`config.mk`:
```
export PLATFORM = sky130hd
export DESIGN_NAME = kypd_scan
export DESIGN_NICKNAME = d
export VERILOG_FILES = /design/src/rtl/kypd_scan.sv
export SDC_FILE = /design/constraint.sdc
export NUM_CORES = 1
export LEC_CHECK = 0
export BUFFER_PORTS_ARGS = -buffer_cell sky130_fd_sc_hd__buf_2
export CAP_MARGIN = 15
export CORE_MARGIN = 4
export CORE_UTILIZATION = 67
export CTS_CLUSTER_DIAMETER = 120
export DETAILED_ROUTE_END_ITERATION = 12
export GPL_TIMING_DRIVEN = 0
export MAX_ROUTING_LAYER = met4
export PLACE_DENSITY = 0.91
export SLEW_MARGIN = 10
export SYNTH_ARGS = -nofsm -noshare
export SYNTH_HDL_FRONTEND = slang
export SYNTH_SLANG_ARGS = --single-unit
export TNS_END_PERCENT = 5
```
`constraint.sdc`:
```
create_clock -name clk -period 18.61 [get_ports clk]
set_input_delay 0.9305 -clock clk [delete_from_list [all_inputs] [get_ports clk]]
set_output_delay 0.9305 -clock clk [all_outputs]
set_load 0.01 [all_outputs]
```
`src/rtl/kypd_scan.sv`:
```
// kypd_scan: 4x4 matrix keypad scanner with frame-level debounce.
//   clk        system clock, all registers on the rising edge
//   rst        synchronous active-high reset
//   row_n[3:0] keypad rows, pulled up, low = pressed on the driven column
//   col_n[3:0] keypad column drive, active-low, at most one bit low
//   key_code   hex code of the last debounced key
//   key_valid  one-cycle pulse when a new key becomes the debounced state
//   key_held   high while the debounced state is a key
module kypd_scan #(
    parameter int unsigned SCAN_DIV       = 100000,
    parameter int unsigned DEBOUNCE_SCANS = 4
) (
    input  logic       clk,
    input  logic       rst,
    input  logic [3:0] row_n,
    output logic [3:0] col_n,
    output logic [3:0] key_code,
    output logic       key_valid,
    output logic       key_held
);

    localparam int unsigned CNT_W = $clog2(SCAN_DIV);
    localparam int unsigned DEB_W = $clog2(DEBOUNCE_SCANS + 1);
    localparam logic [CNT_W-1:0] CNT_LAST = CNT_W'(SCAN_DIV - 2);
    localparam logic [DEB_W-1:0] DEB_MAX  = DEB_W'(DEBOUNCE_SCANS);

    typedef enum logic [1:0] {
        DRIVE  = 2'd0,
        SAMPLE = 2'd1,
        EVAL   = 2'd2
    } state_t;

    state_t           state, state_n;
    logic [1:0]       col_idx, col_idx_n;
    logic [CNT_W-1:0] cnt, cnt_n;

    logic [3:0]       row_s1, row_s2;
    logic [3:0]       slot [4];

    logic [3:0]       col_n_c;
    logic             sample_c;
    logic             eval_c;

    logic [4:0]       low_cnt;
    logic [3:0]       low_pos;
    logic [4:0]       res;          // {is_key, code}; all zero means NONE

    logic [4:0]       cand, cand_n;
    logic [DEB_W-1:0] match, match_n;
    logic [4:0]       stable;
    logic             promote_c;

    // Key legend, indexed by row*4 + col.
    function automatic logic [3:0] key_map(input logic [3:0] pos);
        case (pos)
            4'd0:    return 4'h1;
            4'd1:    return 4'h2;
            4'd2:    return 4'h3;
            4'd3:    return 4'hA;
            4'd4:    return 4'h4;
            4'd5:    return 4'h5;
            4'd6:    return 4'h6;
            4'd7:    return 4'hB;
            4'd8:    return 4'h7;
            4'd9:    return 4'h8;
            4'd10:   return 4'h9;
            4'd11:   return 4'hC;
            4'd12:   return 4'h0;
            4'd13:   return 4'hF;
            4'd14:   return 4'hE;
            default: return 4'hD;
        endcase
    endfunction

    // State register.
    always_ff @(posedge clk) begin
        if (rst) begin
            state   <= DRIVE;
            col_idx <= 2'd0;
            cnt     <= '0;
        end else begin
            state   <= state_n;
            col_idx <= col_idx_n;
            cnt     <= cnt_n;
        end
    end

    // Next-state logic: SCAN_DIV-1 drive cycles plus one sample cycle per column.
    always_comb begin
        state_n   = state;
        col_idx_n = col_idx;
        cnt_n     = cnt;
        case (state)
            DRIVE: begin
                if (cnt == CNT_LAST) begin
                    state_n = SAMPLE;
                end else begin
                    cnt_n = cnt + CNT_W'(1);
                end
            end
            SAMPLE: begin
                if (col_idx == 2'd3) begin
                    state_n = EVAL;
                end else begin
                    state_n   = DRIVE;
                    col_idx_n = col_idx + 2'd1;
                    cnt_n     = '0;
                end
            end
            default: begin
                state_n   = DRIVE;
                col_idx_n = 2'd0;
                cnt_n     = '0;
            end
        endcase
    end

    // Output decode from the current state.
    always_comb begin
        col_n_c  = 4'hF;
        sample_c = 1'b0;
        eval_c   = 1'b0;
        case (state)
            DRIVE: begin
                col_n_c[col_idx] = 1'b0;
            end
            SAMPLE: begin
                col_n_c[col_idx] = 1'b0;
                sample_c         = 1'b1;
            end
            EVAL: begin
                eval_c = 1'b1;
            end
            default: begin
                col_n_c = 4'hF;
            end
        endcase
    end

    // Row synchroniser and per-column capture; idle level is all rows released.
    always_ff @(posedge clk) begin
        if (rst) begin
            row_s1 <= 4'hF;
            row_s2 <= 4'hF;
            for (int i = 0; i < 4; i++) begin
                slot[i] <= 4'hF;
            end
        end else begin
            row_s1 <= row_n;
            row_s2 <= row_s1;
            if (sample_c) begin
                slot[col_idx] <= row_s2;
            end
        end
    end

    // Frame result: a key only when exactly one of the 16 contacts is closed.
    always_comb begin
        low_cnt = '0;
        low_pos = '0;
        for (int c = 0; c < 4; c++) begin
            for (int r = 0; r < 4; r++) begin
                if (!slot[c][r]) begin
                    low_cnt = low_cnt + 5'd1;
                    low_pos = 4'(r * 4 + c);
                end
            end
        end
        res = (low_cnt == 5'd1) ? {1'b1, key_map(low_pos)} : 5'd0;
    end

    // Debounce: count consecutive identical frame results, saturating.
    always_comb begin
        cand_n  = res;
        match_n = DEB_W'(1);
        if (res == cand) begin
            cand_n  = cand;
            match_n = (match == DEB_MAX) ? match : match + DEB_W'(1);
        end
        promote_c = (match_n == DEB_MAX) && (cand_n != stable);
    end

    // Registered outputs and debounce state, updated on the evaluation cycle.
    always_ff @(posedge clk) begin
        if (rst) begin
            col_n     <= 4'hF;
            cand      <= '0;
            match     <= '0;
            stable    <= '0;
            key_code  <= 4'h0;
            key_valid <= 1'b0;
            key_held  <= 1'b0;
        end else begin
            col_n     <= col_n_c;
            key_valid <= 1'b0;
            if (eval_c) begin
                cand  <= cand_n;
                match <= match_n;
                if (promote_c) begin
                    stable   <= cand_n;
                    key_held <= cand_n[4];
                    if (cand_n[4]) begin
                        key_code  <= cand_n[3:0];
                        key_valid <= 1'b1;
                    end
                end
            end
        end
    end

endmodule

```
-- Word level (Yosys, flattened, before mapping)
Memories as Yosys holds them, arrays and structs flattened.
Index checks and enable logic that the tools add are counted.
- register bits: 52
- memory bits (writable): 16
- memory bits (read-only): 64
- output and inout port bits: 10
- word-level logic and storage cells: 118
- memories: 2
- memories (name ; words ; width ; rd ports ; clocked after Yosys merged registers in ; write ports ; line ; source):
    (no name shown) ; 16 ; 4 ; 1 ; 0 ; 0 ; 55 ; case (pos)
    slot ; 4 ; 4 ; 4 ; 0 ; 4 ; 38 ; logic [3:0] slot [4];
- add/subtract/negate cells: 18
- order comparisons: 2
- equality and inequality tests: 12
- mux-type cells: 56
- bitwise logic cells: 5
- reductions and logical operators: 11
- operators by type and width (operator ; count):
    5-bit 2-to-1 mux ; 17
    5-bit by 1-bit adder with 5-bit output (second input constant) ; 15
    4-bit 2-to-1 mux ; 15
    17-bit 2-to-1 mux ; 2
    17-bit case mux with 2 select lines ; 1
    17-bit by 1-bit adder with 17-bit output (second input constant) ; 1
    17-bit equality test (second input constant) ; 1
    1-bit 2-to-1 mux ; 11
    3-bit 2-to-1 mux ; 3
    2-bit 2-to-1 mux ; 4
    2-bit case mux with 2 select lines ; 2
    3-bit equality test (second input constant) ; 2
    2-bit != test (second input constant) ; 3
    2-bit AND reduction ; 3
    5-bit by 1-bit equality test with 1-bit output (second input constant) ; 1
    5-bit equality test ; 1
    5-bit != test ; 1
    2-bit equality test (second input constant) ; 2
    1-bit NOT ; 4
    4-bit NOT ; 1
    2-bit OR reduction ; 2
    4-bit OR reduction ; 1
    3-bit by 1-bit adder with 3-bit output (second input constant) ; 1
    2-bit by 3-bit < comparator with 1-bit output (second input constant) ; 1
    8 further kinds ; 9

-- Longest topological paths before layout
Gate-level depths: netlist (run 1).
An unclocked memory read counts as a cell.
- depth in word-level cells: 40
- mapped depth: 58
- depth with buffers taken out: 58

-- Least setup slack after synthesis (run 1)
Ideal clock, no wire load.
- path type: reg-to-reg
- from: memory slot[0][0]
- to: register match[2]
- library setup time: 0.079 ns
- arrival: 9.662 ns
- required time: 18.531 ns
- slack: 8.869 ns
- cell stages (with the launch flop): 58
- buffers on the path: 0
- clock period less this slack: 9.741 ns
- cell sequence: edfxtp_1 -> inv_1 -> ha_1 -> xnor2_1 -> ha_1 -> nand2b_1 -> nand2_1 -> ha_1 -> nand2b_1 -> nand2_1 -> ha_1 -> nor2_1 -> a31oi_1 -> nor2_1 -> inv_1 -> ha_1 -> nor2_1 -> a21oi_1 -> [22 not listed] -> nand2b_1 -> nand2_1 -> ha_1 -> nor2_1 -> a31oi_1 -> ha_1 -> nor2b_1 -> xnor2_1 -> xnor2_1 -> xor2_1 -> a311oi_1 -> nand3_1 -> mux2i_2 -> nand2b_1 -> mux2_4 -> mux2i_4 -> a31o_1 -> a211oi_2
- RTL lines (what ; line ; source):
    start, declared ; 38 ;
    end signal, assigned ; 198 ; match <= match_n;
    end, declared ; 49 ; logic [DEB_W-1:0] match, match_n;

==> results of run 1 <==
==> layout make-up <==
class,instances,area [µm²],area share [%]
Multi-Input combinational cell,440,3190,60.6
Sequential cell,67,1500,28.5
Clock buffer,10,138,2.61
Tap cell,96,120,2.28
Inverter,27,101,1.93
Buffer,22,87.6,1.66
Timing Repair Buffer,15,75.1,1.43
Clock inverter,6,48.8,0.927
==> logic make-up (layout without fill, tap and decap cells) <==
logic type / after synthesis / count (layout) / synth area share [%]
adder cells (fa/ha/maj): 27 / 27 / 6.92
XOR/XNOR: 63 / 63 / 15.5
AO/OA/AOI/OAI: 96 / 96 / 13.6
buffers and inverters: 49 / 80 / 3.87
AND/OR/NAND/NOR: 237 / 237 / 25.2
multiplexers: 17 / 17 / 4.07
flip-flops: 67 / 67 / 30.8
==> report_power, final <==
group | switching [mW] | internal, mW | total (mW)
combinational | 0.00557 | 0.00341 | 0.00898
clock | 0.0563 | 0.0532 | 0.110
sequential | 0.00122 | 0.150 | 0.151
==> placed cells by master, fill, tap and decap left out, types with 19 or more instances in the layout <==
| master | n |
|---|---|
| or2_2 | 22 |
| dfxtp_1 | 51 |
| xnor2_1 | 29 |
| ha_1 | 27 |
| nand3_1 | 23 |
| inv_1 | 26 |
| buf_2 | 19 |
| a21oi_1 | 24 |
| nand2_1 | 47 |
| nor2_1 | 53 |
==> layer usage <==
layer	global-route usage [%]	vias up
li1	-	2005
met1	26.5	1868
met2	41.0	81
met3	3.14	22
met4	9.77	0
met5	-	-
==> metrics by stage <==
stage          instance area (µm²)  hold slack, ns  setup slack (ns)  std cells
6_report                      5260           0.414              7.53        683
2_1_floorplan                 4880           0.389              8.87        556
3_3_place_gp                  5080           0.392              7.93        667
5_1_grt                       5260           0.429              6.40        683
4_1_cts                       5260           0.412              7.58        683
3_5_place_dp                  5080           0.406              7.63        667
==> state kept, by name, indices dropped and copies added (netlist names) <==
| name | count |
|---|---|
| row_s1 | 4 |
| cnt | 17 |
| key_valid | 1 |
| match | 3 |
| key_held | 1 |
| col_n | 4 |
| key_code | 4 |
| state | 2 |
| slot | 16 |
| cand | 5 |
| col_idx | 2 |
| row_s2 | 4 |
| stable | 4 |
==> worst max-delay path, delay by kind of cell (launching register included) <==
family | cells | cell delay [ns]
buffers and inverters | 5 | 0.35
AND/OR/NAND/NOR | 18 | 2.06
multiplexers | 2 | 0.96
AO/OA/AOI/OAI | 14 | 2.49
flip-flops | 1 | 0.35
adder cells (fa/ha/maj) | 14 | 4.02
XOR/XNOR | 4 | 0.66
==> path summary, 6_finish.rpt <==
| path | slack, ns | depth (start not counted) | endpoint |
|---|---|---|---|
| hold / removal | 0.41 | 1 | row_s2[1] |
| setup / recovery | 7.53 | 57 | stable[0] |
| setup reg to reg | 7.53 | 57 | stable[0] |
| hold reg to reg | 0.41 | 1 | row_s2[1] |
==> impl_metrics.toml, run 1 <==
[detailed_routing]
ant_nets = 0
firstDrtPassIters = 4
viasPerCell = 5.82
wl_met2_mm = 4.78
routedLengthMet1_mm = 4.13
wl_per_cell_um = 13.8
drc_errors = 0
dr.first_iter.drc_count = 107
vias = 3976
topRoutingLayerUsed = "met4"
dr_wl_met3_um = 318
drt-total-wl_mm = 9.43

[timing]
drv_slew = 0
tns_ns = 0
hold_viol = 0
post-route-period-util_pct = 59.5
slew_headroom_pct = 50.3
tightest_slew_ns = 0.725
fin_crit_ns = 11.08
setup_violations = 0
finalClockSkew_ns = 0.00317
rsz0062_at_grt = "no"
max_clock_freq_ghz = 0.0903

[clock_tree]
cts_buffer_depth = 2
numCtsBuffers = 9
tritoncts = "built"
clk-insertion-delay-late_ns = 0.34
root_buffer = "clkbuf_8"
cts_resized = 0
cts_hold_buf = 0
post-cts-setup-buffers = 0
clk_pin_slew_ns = 0.07
clock_sinks = 67
htreeDepth = 3

[placement]
dp_hpwl_mm = 7.22
port-buffer-count = 15
gp_congestion = 0.930

[finish]
nets = 615
n_antenna_cell = 0
final_core_util_pct = 75.8
drive_gt1_share_pct = 14.7
fill_cells = 469
areaGrowthSynthToFinish_pct = 7.82

[logic_synthesis]
yosysTopAreaCellShare_pct = 20.9
yosysMostFrequentCell = "nor2_1"
synth-edff-count = 16
synthCells = 556
ys_ff_latch = 67
seq_area_frac_synth_pct = 30.8
async_reset_ff_share_pct = 0
yosysWarnings = 0
synth_ff_type = "dfxtp_1"
synth_area_leader_cell = "dfxtp_1"
syn-num-nets = 589
synth_commonest_cells = "nor2_1 (53), dfxtp_1 (51), nand2_1 (47)"
synth_area_um2 = 4880
syn_avg_cell_area_um2 = 8.78
synth_area_leaders = "dfxtp_1 (21%), edfxtp_1 (9.8%), ha_1 (6.9%)"
ys_types = 73

[setup_path]
crit_start = "slot[0][0]"
crit_fanout = 8
worstSetupStartpointType = "flip-flop"
r2r-start = "slot[0][0]"
required_ns = 18.83
worstPathArrival_ns = 11.30
critPathKind = "flip-flop to flip-flop"
path_common_cell = "ha_1"
cpPeakStageDelay_ns = 0.60
cp-end-kind = "flip-flop"
cpMaxStageDelayCell = "mux2i_1"

[floorplan]
die_area_um2 = 8720
core_area_um2 = 6940
die_height_um = 93.4
io_pins = 16
fp.dieW_um = 93.4
initial_core_util_pct = 70.3
rows = 30

[grt]
grt_max_degree = 14
grt_overflow_total = 0
grt_pass1_wl_mm = 16.2
gr-usage-all-layers_pct = 23.3
antenna_found_initial = 0
grt_pass1_vias = 3867

[outcome]
outcome = "completed"

[flow_run]
cap_viol_max_count = 0

[pwr]
ir_worst_vdd_mv = 0.0679
power_density_nw_per_um2 = 51.3
total_power_mw = 0.270
power_leakage_nw = 2.13

[min_path]
hp-class = "flip-flop to flip-flop"
hold_start = "row_s1[1]"
(Power assumes the default switching activity.)
==> inputs of run 2 (changes only) <==
--- a/config.mk
+++ b/config.mk
@@ -5,15 +5,16 @@
 export SDC_FILE = /design/constraint.sdc
 export NUM_CORES = 1
 export LEC_CHECK = 0
+export ABC_AREA = 1
 export BUFFER_PORTS_ARGS = -buffer_cell sky130_fd_sc_hd__buf_2
 export CAP_MARGIN = 15
 export CORE_MARGIN = 4
-export CORE_UTILIZATION = 67
+export CORE_UTILIZATION = 63
 export CTS_CLUSTER_DIAMETER = 120
 export DETAILED_ROUTE_END_ITERATION = 12
 export GPL_TIMING_DRIVEN = 0
 export MAX_ROUTING_LAYER = met4
-export PLACE_DENSITY = 0.91
+export PLACE_DENSITY = 0.87
 export SLEW_MARGIN = 10
 export SYNTH_ARGS = -nofsm -noshare
 export SYNTH_HDL_FRONTEND = slang
==> constraint.sdc (replaced) <==
create_clock -name clk -period 10.9 [get_ports clk]
set_input_delay 0.545 -clock clk [delete_from_list [all_inputs] [get_ports clk]]
set_output_delay 0.545 -clock clk [all_outputs]
set_load 0.01 [all_outputs]
==> impl_metrics.toml, run 2 <==
[timing]
hold_viol = 0
tightest_slew_ns = 0.642
tns_ns = 0
slew_headroom_pct = 56.8
finalClockSkew_ns = 0.00606
post-route-period-util_pct = 92.9
fin_crit_ns = 10.12
rsz0062_at_grt = "no"
setup_violations = 0
max_clock_freq_ghz = 0.0988
drv_slew = 0

[placement]
port-buffer-count = 15
dp_hpwl_mm = 7.12
gp_congestion = 0.865

[detailed_routing]
dr.first_iter.drc_count = 192
drc_errors = 0
ant_nets = 0
viasPerCell = 5.27
wl_per_cell_um = 11.5
drt-total-wl_mm = 9.95
vias = 4561
firstDrtPassIters = 5

[logic_synthesis]
synth_area_um2 = 4710
ys_ff_latch = 67
synth_ff_type = "dfxtp_1"
yosysWarnings = 0
yosysTopAreaCellShare_pct = 21.7
synth-edff-count = 16
syn_avg_cell_area_um2 = 6.45
seq_area_frac_synth_pct = 31.9
synthCells = 730
syn-num-nets = 763
synth_commonest_cells = "nand2_1 (207), inv_1 (134), nor2_1 (61)"
yosysMostFrequentCell = "nand2_1"
async_reset_ff_share_pct = 0
synth_area_leader_cell = "dfxtp_1"
ys_types = 40
synth_area_leaders = "dfxtp_1 (22%), nand2_1 (16%), inv_1 (11%)"

[setup_path]
worstSetupStartpointType = "flip-flop"
r2r_slack_ns = 0.78
path_common_cell = "ha_1"
cpPeakStageDelay_ns = 0.36
cp-endpoint = "key_held"
r2r_end = "key_held"
crit_start = "slot[0][1]"
cpMaxStageDelayCell = "edfxtp_1"
critPathKind = "flip-flop to flip-flop"
worstPathArrival_ns = 10.42
cp-end-kind = "flip-flop"
crit_fanout = 7
r2r-start = "slot[0][1]"
reg2reg_depth = 67
required_ns = 11.19

[finish]
regMostFlops = "cnt"
largest_register_ffs = 17
drive_gt1_share_pct = 13.8
n_antenna_cell = 0
layout_common_cells = "nand2_1 (195), inv_1 (133), nor2_1 (61)"
top_regs = "cnt x17, slot x16, cand x5"
nets = 794
areaGrowthSynthToFinish_pct = 12.2
layout_commonest_cell = "nand2_1"
final_core_util_pct = 72.9

[clock_tree]
clk_pin_slew_ns = 0.07
cts_hold_buf = 0
cts_buffer_depth = 2
numCtsBuffers = 9
tritoncts = "built"
clock_sinks = 67
clk-insertion-delay-late_ns = 0.35
root_buffer = "clkbuf_8"
htreeDepth = 3

[grt]
antenna_found_initial = 0
grt_overflow_total = 0
grt_max_degree = 13
grt_pass1_wl_mm = 16.8
grt_pass1_vias = 4250
gr-usage-all-layers_pct = 23.5

[floorplan]
initial_core_util_pct = 65.0
io_pins = 16
rows = 31
die_height_um = 94.5
fp.dieW_um = 94.5
core_area_um2 = 7250
die_area_um2 = 8930

[outcome]
outcome = "completed"

[pwr]
comb_power_share_pct = 16.9
p_seq_share_pct = 44.7
ir_worst_vdd_mv = 0.144
clkPwrFrac_pct = 38.4
swShare_pct = 27.8
intPower_mw = 0.421
power_density_nw_per_um2 = 110
p_switching_mw = 0.162
power_leakage_nw = 2.65

[min_path]
hp-class = "input pin to flip-flop"
hold_depth = 2

[flow_run]
cap_viol_max_count = 0
## run 2: cell count changes after synthesis, sizes merged, moves of 8 or more
cell / change
o21ai: +14
inv: +115
xnor2: -32
nand3: +43
nand4: +8
clkbuf: -14
nor2: +13
nand2b: -18
or3: -8
xor2: -17
mux2i: -13
nand2: +169
nor2b: -16
## run 2: critical path: cells and delay by family (launching register included)
kind / cells / cell delay [ns]
AND/OR/NAND/NOR: 38 / 5.05
AO/OA/AOI/OAI: 3 / 0.39
buffers and inverters: 12 / 0.67
adder cells (fa/ha/maj): 14 / 3.61
flip-flops: 1 / 0.36
## run 2: through the flow
stage	area [µm²]	instances	power [mW]	setup slack [ns]	hold slack (ns)
detailed placement	4910	844	0.351	0.467	0.396
finish	5290	865	0.583	0.777	0.373
global route	5290	865	0.613	0.0183	0.362
floorplan	4710	730	0.334	1.32	0.389
CTS	5130	860	0.572	0.401	0.371
global placement	4910	844	0.346	0.749	0.393
## run 2: how the worst min path moves through the flow
stage          slack [ns]         to      start
5_1_grt              0.36  row_s1[0]   row_n[0]
3_5_place_dp         0.40  row_s2[3]  row_s1[3]
4_1_cts              0.37  row_s1[0]   row_n[0]
6_report             0.37  row_s1[0]   row_n[0]
3_3_place_gp         0.39  row_s2[3]  row_s1[3]
2_1_floorplan        0.39  row_s2[0]  row_s1[0]
## run 2: final cells by class
cell class	instances	area [µm²]
clock buffer	10	128
fill	587	1960
tap	99	124
inverter	143	537
clock inverter	6	88.8
timing repair buffer	18	97.6
buffer	5	21.3
sequential	67	1500
multi-input combinational	517	2790
## run 2: metal layers
layer / share of wire, % / GRT usage (%) / vias to the layer above / routed length (µm)
met4: 3.2 / 11.5 / 0 / 316
met1: 44 / 24.9 / 2035 / 4330
met3: 3.8 / 4.54 / 35 / 381
li1: - / - / 2376 / -
met5: 0 / - / - / 0
met2: 49 / 41.9 / 115 / 4920
## run 2: power by group through the flow
stage               Clock, mW  Sequential, mW  Combinational (mW)
floorplan                   0           0.265              0.0690
global placement            0           0.266              0.0804
detailed placement          0           0.266              0.0854
CTS                     0.225           0.260              0.0862
global route            0.239           0.261               0.113
finish                  0.224           0.260              0.0985
## run 2: repair_timing
item                                    CTS  global route
gates resized for setup                   0            27
endpoints found under the setup margin    0            13
buffers inserted                          0             3
## run 2: cell families (layout without fill, tap and decap cells)
kind of cell	Yosys count	in the layout	synth area share, %
AND/OR/NAND/NOR	403	405	38.9
buffers and inverters	148	182	11.8
AO/OA/AOI/OAI	80	80	9.27
flip-flops	67	67	31.9
adder cells (fa/ha/maj)	27	27	7.17
XOR/XNOR	5	5	0.930
==> inputs of run 3 (changes only) <==
--- a/config.mk
+++ b/config.mk
@@ -6,12 +6,12 @@
 export NUM_CORES = 1
 export LEC_CHECK = 0
 export ABC_AREA = 1
-export BUFFER_PORTS_ARGS = -buffer_cell sky130_fd_sc_hd__buf_2
 export CAP_MARGIN = 15
 export CORE_MARGIN = 4
-export CORE_UTILIZATION = 63
+export CORE_UTILIZATION = 65
 export CTS_CLUSTER_DIAMETER = 120
 export DETAILED_ROUTE_END_ITERATION = 12
+export DONT_BUFFER_PORTS = 1
 export GPL_TIMING_DRIVEN = 0
 export MAX_ROUTING_LAYER = met4
 export PLACE_DENSITY = 0.87
==> impl_metrics.toml, run 3 (synthesized netlist as in run 2, its figures left out) <==
[setup_path]
cp-end-kind = "flip-flop"
cpPeakStageDelay_ns = 0.37
critPathKind = "flip-flop to flip-flop"
r2r_end = "key_held"
worstSetupStartpointType = "flip-flop"
cp_top_family = "simple AND/OR/NAND/NOR gates"
crit_fanout = 7
r2r-start = "slot[0][1]"
cpMaxStageDelayCell = "edfxtp_1"
required_ns = 11.19
path_common_cell = "nand2_1"
r2r_slack_ns = 0.57
reg2reg_depth = 65
worstPathArrival_ns = 10.61
worst-path-buf-inv = 11

[clock_tree]
clock_sinks = 67
tritoncts = "built"
numCtsBuffers = 9
clk-insertion-delay-late_ns = 0.35
cts_hold_buf = 0
htreeDepth = 3
clk_pin_slew_ns = 0.08
cts_buffer_depth = 2
root_buffer = "clkbuf_8"

[timing]
slew_headroom_pct = 55.5
finalClockSkew_ns = 0.00967
setup_violations = 0
post-route-period-util_pct = 94.7
tightest_slew_ns = 0.662
hold_viol = 0
drv_slew = 0
max_clock_freq_ghz = 0.0969
fin_hold_ws_ns = 0.293
fin_crit_ns = 10.33

[finish]
regArea_um2 = 1500
fill_cells = 538
n_antenna_cell = 0
layout_commonest_cell = "nand2_1"
stdcell_count = 849
multi_input_area_um2 = 2790
layout_common_cells = "nand2_1 (199), inv_1 (134), nor2_1 (61)"
nets = 781
drive_gt1_share_pct = 12.0
regMostFlops = "cnt"
largest_register_ffs = 17
areaGrowthSynthToFinish_pct = 11.0
top_regs = "cnt x17, slot x16, cand x5"

[pwr]
power_density_nw_per_um2 = 110
ir_worst_vdd_mv = 0.193
power_leakage_nw = 2.61

[detailed_routing]
viasPerCell = 5.34
vias = 4532
ant_nets = 0
topRoutingLayerUsed = "met4"
wl_per_cell_um = 11.7
firstDrtPassIters = 6
dr_wl_met3_um = 349
wl_met2_mm = 5.09
dr.first_iter.drc_count = 190
routedLengthMet1_mm = 4.28
drc_errors = 0
drt-total-wl_mm = 9.90

[grt]
grt_pass1_vias = 4189
grt_pass1_wl_mm = 16.4
grt_overflow_total = 0
grt_max_degree = 14
antenna_found_initial = 0
gr-usage-all-layers_pct = 23.2

[min_path]
hp-class = "input pin to flip-flop"
min_to = "row_s1[3]"
hold_start = "row_n[3]"
hold_depth = 1

[floorplan]
rows = 30
io_pins = 16
core_area_um2 = 6910
die_height_um = 93.1
die_area_um2 = 8680
initial_core_util_pct = 68.2
fp.dieW_um = 93.1

[placement]
port-buffer-count = 0
dp_hpwl_mm = 7.03
gp_congestion = 0.878
dpl.cell_count = 826

[outcome]
outcome = "completed"

[flow_run]
cap_viol_max_count = 0
[run 3: changes by cell type in the layout (fill, tap and decap cells not counted), sizes merged]
cell / delta
clkinvlp: -1
buf: -13
inv: -1
bufinv: -1
clkinv: +3
[run 3: how the worst max path moves through the flow]
stage	endpoint	slack (ns)	depth (start not counted)	from
final	key_held	0.57	65	slot[0][1]
after global routing	key_held	-0.1	66	slot[0][1]
after CTS	stable[1]	0.38	65	slot[0][1]
after detailed placement	stable[1]	0.48	65	slot[0][1]
after global placement	key_code[0]	0.77	66	slot[0][1]
after floorplan	stable[1]	1.32	65	slot[0][1]
[run 3: per-stage QoR]
stage | instance area, µm² | setup WS (ns) | TNS [ns] | power [mW] | util [%]
after global routing | 5230 | -0.0963 | -0.414 | 0.604 | 75.8
final | 5230 | 0.575 | 0 | 0.578 | 75.8
after detailed placement | 4830 | 0.475 | 0 | 0.350 | 70.0
after global placement | 4830 | 0.767 | 0 | 0.345 | 70.0
after floorplan | 4710 | 1.32 | 0 | 0.334 | -
after CTS | 5050 | 0.380 | 0 | 0.565 | 73.2
[run 3: final cells by class]
class                      count  share of cell area [%]
tap                           96                    2.30
clock inverter                 6                    1.39
buffer                         5                   0.407
inverter                     143                    10.3
timing repair buffer           5                   0.717
clock buffer                  10                    2.85
sequential                    67                    28.7
multi-input combinational    517                    53.4
[run 3: where the power goes]
| part | switching, mW | leakage, nW | internal [mW] |
|---|---|---|---|
| Combinational | 0.0645 | 1.96 | 0.0336 |
| Clock | 0.0988 | 0.108 | 0.121 |
| Sequential | 0.00325 | 0.540 | 0.257 |
| Total | 0.166 | 2.61 | 0.412 |
[run 3: routing by layer]
layer  up-vias  global-route usage [%]
li1       2352                       -
met1      2058                    25.5
met2       101                    42.2
met3        21                    3.54
met4         0                    8.91
met5         -                       -
[run 3: timing repair]
| action | CTS | global route |
|---|---|---|
| setup buffers | 0 | 5 |
| endpoints found under the setup margin | 0 | 10 |
| resized for setup | 0 | 24 |
